<file path="src/rtl/tartaruga_pkg.sv">
// rtl/tartaruga_pkg.sv - shared types and constants for the issue controller
// Provides: NUM_REGS, REG_ADDR_W, MAX_INFLIGHT, CNT_W, reg_addr_t, issue_state_t
package tartaruga_pkg;

    localparam int NUM_REGS     = 32;
    localparam int REG_ADDR_W   = 5;
    localparam int MAX_INFLIGHT = 4;
    localparam int CNT_W        = 3;

    typedef logic [REG_ADDR_W-1:0] reg_addr_t;

    typedef enum logic [1:0] {
        RUN   = 2'd0,
        DRAIN = 2'd1,
        FLUSH = 2'd2
    } issue_state_t;

endpackage

</file>
<file path="src/rtl/issue_ctrl_scoreboard.sv">
// rtl/issue_ctrl_scoreboard.sv - pending-write bits and in-flight writer count
// Ports:
//   clk_i, rstn_i         : clock, synchronous active-low reset
//   set_valid_i/set_addr_i: an issued writer claims a register
//   clr_valid_i/clr_addr_i: writeback retires a register write
//   pending_o             : registered pending bit per architectural register
//   cnt_o                 : number of pending registers
//   err_o                 : one-cycle pulse on a writeback to x0 or a non-pending register
module issue_ctrl_scoreboard
    import tartaruga_pkg::*;
(
    input  logic                clk_i,
    input  logic                rstn_i,
    input  logic                set_valid_i,
    input  reg_addr_t           set_addr_i,
    input  logic                clr_valid_i,
    input  reg_addr_t           clr_addr_i,
    output logic [NUM_REGS-1:0] pending_o,
    output logic [CNT_W-1:0]    cnt_o,
    output logic                err_o
);

    logic [NUM_REGS-1:0] pending_q, pending_d;
    logic [CNT_W-1:0]    cnt_q, cnt_d;
    logic                set_hit, clr_hit;

    always_comb begin
        // x0 is hardwired zero, so it is never claimed and never legitimately retired.
        set_hit = set_valid_i && (set_addr_i != '0);
        clr_hit = clr_valid_i && (clr_addr_i != '0) && pending_q[clr_addr_i];
        err_o   = clr_valid_i && !clr_hit;

        pending_d = pending_q;
        if (set_hit) pending_d[set_addr_i] = 1'b1;
        if (clr_hit) pending_d[clr_addr_i] = 1'b0;

        // Set and clear on the same cycle leave the count unchanged.
        cnt_d = cnt_q + {{(CNT_W-1){1'b0}}, set_hit} - {{(CNT_W-1){1'b0}}, clr_hit};
    end

    always_ff @(posedge clk_i) begin
        if (!rstn_i) begin
            pending_q <= '0;
            cnt_q     <= '0;
        end else begin
            pending_q <= pending_d;
            cnt_q     <= cnt_d;
        end
    end

    assign pending_o = pending_q;
    assign cnt_o     = cnt_q;

endmodule

</file>
<file path="src/rtl/issue_ctrl.sv">
// rtl/issue_ctrl.sv - scoreboard-based issue controller between decode and execute
// Ports:
//   clk_i, rstn_i      : clock, synchronous active-low reset
//   dec_*              : decoded instruction (valid, sources, destination, fence) and consume strobe
//   issue_valid_o/issue_ready_i : handshake towards execute
//   wb_valid_i/wb_rd_addr_i     : register write retirement
//   flush_i            : kill the instruction in decode
//   fetch_stall_o      : hold fetch while decode is occupied but not consumed
//   inflight_cnt_o     : issued-but-not-retired register writers
//   sb_err_o           : sticky writeback protocol error
module issue_ctrl
    import tartaruga_pkg::*;
(
    input  logic             clk_i,
    input  logic             rstn_i,
    input  logic             dec_valid_i,
    output logic             dec_ready_o,
    input  reg_addr_t        dec_rs1_addr_i,
    input  logic             dec_rs1_used_i,
    input  reg_addr_t        dec_rs2_addr_i,
    input  logic             dec_rs2_used_i,
    input  reg_addr_t        dec_rd_addr_i,
    input  logic             dec_rd_we_i,
    input  logic             dec_fence_i,
    output logic             issue_valid_o,
    input  logic             issue_ready_i,
    input  logic             wb_valid_i,
    input  reg_addr_t        wb_rd_addr_i,
    input  logic             flush_i,
    output logic             fetch_stall_o,
    output logic [CNT_W-1:0] inflight_cnt_o,
    output logic             sb_err_o
);

    issue_state_t        state_q, state_d;
    logic                sb_err_q, sb_err_d;
    logic [NUM_REGS-1:0] pending;
    logic [CNT_W-1:0]    cnt;
    logic                err_pulse;
    logic                hazard, credit_ok, can_issue;

    issue_ctrl_scoreboard u_sb (
        .clk_i       (clk_i),
        .rstn_i      (rstn_i),
        .set_valid_i (dec_ready_o && dec_rd_we_i),
        .set_addr_i  (dec_rd_addr_i),
        .clr_valid_i (wb_valid_i),
        .clr_addr_i  (wb_rd_addr_i),
        .pending_o   (pending),
        .cnt_o       (cnt),
        .err_o       (err_pulse)
    );

    // Registered pending bits only: a consumer of a retiring register waits one
    // extra cycle rather than adding a writeback bypass onto the issue path.
    always_comb begin
        hazard = (dec_rs1_used_i && pending[dec_rs1_addr_i])
               || (dec_rs2_used_i && pending[dec_rs2_addr_i])
               || (dec_rd_we_i && (dec_rd_addr_i != '0) && pending[dec_rd_addr_i]);

        credit_ok = !dec_rd_we_i || (dec_rd_addr_i == '0) || (cnt < CNT_W'(MAX_INFLIGHT));

        can_issue = rstn_i && (state_q == RUN) && dec_valid_i && !flush_i && !hazard
                  && credit_ok && (!dec_fence_i || (cnt == '0));

        issue_valid_o = can_issue;
        dec_ready_o   = can_issue && issue_ready_i;
        fetch_stall_o = rstn_i && dec_valid_i && !dec_ready_o;
    end

    always_comb begin
        state_d  = state_q;
        sb_err_d = sb_err_q || err_pulse;
        if (flush_i) begin
            state_d = FLUSH;
        end else begin
            unique case (state_q)
                RUN:     if (dec_valid_i && dec_fence_i && (cnt != '0)) state_d = DRAIN;
                DRAIN:   if (cnt == '0) state_d = RUN;
                FLUSH:   state_d = RUN;
                default: state_d = RUN;
            endcase
        end
    end

    always_ff @(posedge clk_i) begin
        if (!rstn_i) begin
            state_q  <= RUN;
            sb_err_q <= 1'b0;
        end else begin
            state_q  <= state_d;
            sb_err_q <= sb_err_d;
        end
    end

    assign inflight_cnt_o = cnt;
    assign sb_err_o       = sb_err_q;

endmodule
</file>
<file path="config.mk">
export PLATFORM = sky130hd
export DESIGN_NAME = issue_ctrl
export DESIGN_NICKNAME = d
export VERILOG_FILES = /design/src/rtl/tartaruga_pkg.sv /design/src/rtl/issue_ctrl_scoreboard.sv /design/src/rtl/issue_ctrl.sv
export SDC_FILE = /design/constraint.sdc
export NUM_CORES = 1
export LEC_CHECK = 0
export CAP_MARGIN = 20
export CORE_MARGIN = 2
export CORE_UTILIZATION = 30
export DETAILED_ROUTE_END_ITERATION = 12
export PLACE_DENSITY = 0.6
export REMOVE_ABC_BUFFERS = 1
export SLEW_MARGIN = 10
export SYNTH_ARGS = -nofsm -noshare
export SYNTH_HDL_FRONTEND = slang
export SYNTH_SLANG_ARGS = --single-unit
</file>
<file path="constraint.sdc">
create_clock -name clk_i -period 6.9 [get_ports clk_i]
set_clock_uncertainty 0.15 [all_clocks]
set_input_delay 0.69 -clock clk_i [delete_from_list [all_inputs] [get_ports clk_i]]
set_output_delay 0.69 -clock clk_i [all_outputs]
set_load 0.01 [all_outputs]
</file>
==> results_dict.tcl <==
set metrics [dict create \
    synth-async-reset-ratio_pct 0 \
    io_pins 37 \
    worst_slew_pin_slew_ps 823.0 \
    synthCells 330 \
    synth_top_cell_by_area "dfxtp_1" \
    final_nets 384 \
    p_seq_share_pct 48.8 \
    die_area_um2 10860 \
    vias 2837 \
    fin_crit_ps 4644 \
    rows 36 \
    cp_max_fo 15 \
    die_y_um 104.2 \
    p_leak_nw 1.126 \
    synth_area_leaders "dfxtp_1, mux4_2, nor2_1, o221ai_1, a21oi_1" \
    yosys.area_share.xor_xnor_pct 0.5816 \
    dp_hpwl_um 6762 \
    grt_use_total_pct 17.46 \
    fin_area_um2 3516 \
    drive_above_1_share_pct 13.11 \
    cts_setup_buffers 0 \
    grt_pass1_wl_um 15020 \
    power.share.switching_pct 27.88 \
    grt_pass1_vias 2777 \
    path_class "input port to output pin" \
    clock.fmax_mhz 215.3 \
    setup.worst_path.end_class "output pin" \
    clockBufferDepth 2 \
    synth_compound_area_share_pct 20.23 \
    netlist_area_um2 3012 \
    vdd_ir_drop_max_mv 0.05690 \
    cts_sinks 38 \
    p_per_area_nw_per_um2 128.7 \
    diodes 0 \
    die_w_um 104.2 \
    syn_area_per_cell_um2 9.126 \
    place_area_um2 3437 \
    arrival_ps 3800 \
    finalCritPeriodShare_pct 67.31 \
    hold_path_class "register to register" \
    start_util_pct 30.81 \
    hold_violations 0 \
    yosys.area_share.simple_pct 18.40 \
    cts.clk_slew.worst_paths_ps 70 \
    clkPwrFrac_pct 32.1 \
    syn2layout_area_growth_pct 16.74 \
    gp_congestion 0.9735 \
    ys.flop_type "dfxtp_1" \
    tns_ps 0 \
    setup_viol 0 \
    synth_commonest_cells "nor2_1, dfxtp_1, mux4_2" \
    grt_start_max_net_pins 40 \
    synth_cell_types 52 \
    antenna_found_initial 0 \
    ys_seq_elements 38 \
    slew_headroom_pct 44.96 \
    ctsResizeCount 0 \
    internal_power_mw 0.3263 \
    wl_um 9275 \
    drt_iter0_drc 290 \
    cts_tree "yes" \
    wl_per_cell_um 19.16 \
    cp_data_required_time_ps 6060 \
    total_power_mw 0.4525 \
    synth-edff-count 0 \
    yosys.cell_count.top_type "nor2_1" \
    cts_made_buffers 5 \
    detail-route-antenna-nets 0 \
    viasPerCell 5.862 \
    first_pass_iters 6 \
    rsz0062_at_grt "no" \
    yosys.area_share.adder_pct 1.496 \
    yosysWarnings 0 \
    cts_hold_buffers 0 \
    combPwrFrac_pct 19.1 \
    root_buffer "clkbuf_8" \
    place_ws_ps 2254 \
    fp.coreArea_um2 9774 \
    drc 0 \
    clock_latency_ps 290 \
    grt-ovfl-total 0 \
    fin_ws_ps 2256 \
    slew_viol_final 0 \
    p_sw_mw 0.1261 \
    outcome "finished clean" \
    synth_top_family_by_area "multiplexers" \
    htree_levels 2 \
    ys_seq_area_share_pct 25.26 \
    synth_mux_area_share_pct 26.80 \
    synth.top_cell.area_share_pct 25.26 \
    maxCapViolations 0 \
    cp-start-kind "input port" \
    finalHoldWorstSlack_ps 361.7 \
    portBuffers 36 \
]
[worst paths after layout]
path,slack [ps],depth (start not counted),to,start
setup / recovery,2260,7,dec_ready_o,dec_rd_addr_i[0]
hold / removal,360,2,sb_err_o,sb_err_o
setup reg to reg,3770,11,u_sb.cnt_o[2],u_sb.pending_o[30]
hold reg to reg,360,2,sb_err_o,sb_err_o
[power groups by stage]
| stage | Sequential (mW) | Combinational [mW] | Clock, mW |
|---|---|---|---|
| after detailed placement | 0.226 | 0.0859 | 0 |
| final | 0.221 | 0.0865 | 0.145 |
| after global routing | 0.221 | 0.0937 | 0.157 |
| after CTS | 0.221 | 0.0862 | 0.148 |
| after floorplan | 0.226 | 0.0358 | 0 |
| after global placement | 0.226 | 0.0849 | 0 |
[metal layers]
| layer | part of all wire, % | up-vias | GRT usage [%] |
|---|---|---|---|
| met2 | 44 | 153 | 26.60 |
| met3 | 9.8 | 22 | 4.135 |
| li1 | - | 1296 | - |
| met1 | 44 | 1366 | 24.31 |
| met5 | 0 | - | 0 |
| met4 | 1.9 | 0 | 5.888 |
[per-stage QoR]
stage	utilization (%)	instances
floorplan	-	305
global placement	35.16	477
detailed placement	35.16	477
CTS	35.97	484
global route	35.97	484
finish	35.97	484
[critical path: stages]
cell	delay (ps)
clkdlybuf4s50_1	930
mux4_1	650
mux2i_1	160
mux2i_1	160
a2111oi_4	430
o211a_1	240
clkdlybuf4s50_1	550
[sequential cells by signal, indices dropped and copies added (netlist names)]
name / flops
u_sb.cnt_o: 3
u_sb.pending_o: 32
sb_err_o: 1
state_q: 2
[final cells by class]
| type | instances | area [um2] |
|---|---|---|
| clock buffers | 5 | 68.82 |
| clock inverters | 2 | 10.01 |
| fillers | 1013 | 6259 |
| inverters | 25 | 93.84 |
| multi-input cells | 242 | 2033 |
| flip-flops and latches | 38 | 760.7 |
| well taps | 133 | 166.4 |
| repair buffers | 39 | 382.9 |
[cells by family (layout without fill, tap and decap cells)]
logic type,after synthesis,in the layout
multiplexers,42,42
XOR/XNOR,2,2
AO/OA/AOI/OAI,86,86
adder cells (fa/ha/maj),3,3
AND/OR/NAND/NOR,109,109
buffers and inverters,50,71
flip-flops,38,38
[cell usage in the layout, fill, tap and decap left out, types with 4 or more instances in the layout]
master / instances
o221ai_1: 17
nor2_1: 43
clkdlybuf4s50_1: 36
o21ai_1: 4
nand2b_1: 4
dfxtp_1: 38
nand2_1: 22
and2_1: 6
mux2i_1: 9
a21oi_1: 19
a31oi_1: 14
inv_1: 24
nor3_1: 7
clkbuf_8: 5
mux4_2: 28
o21ai_0: 12
(Power assumes the default switching activity.)
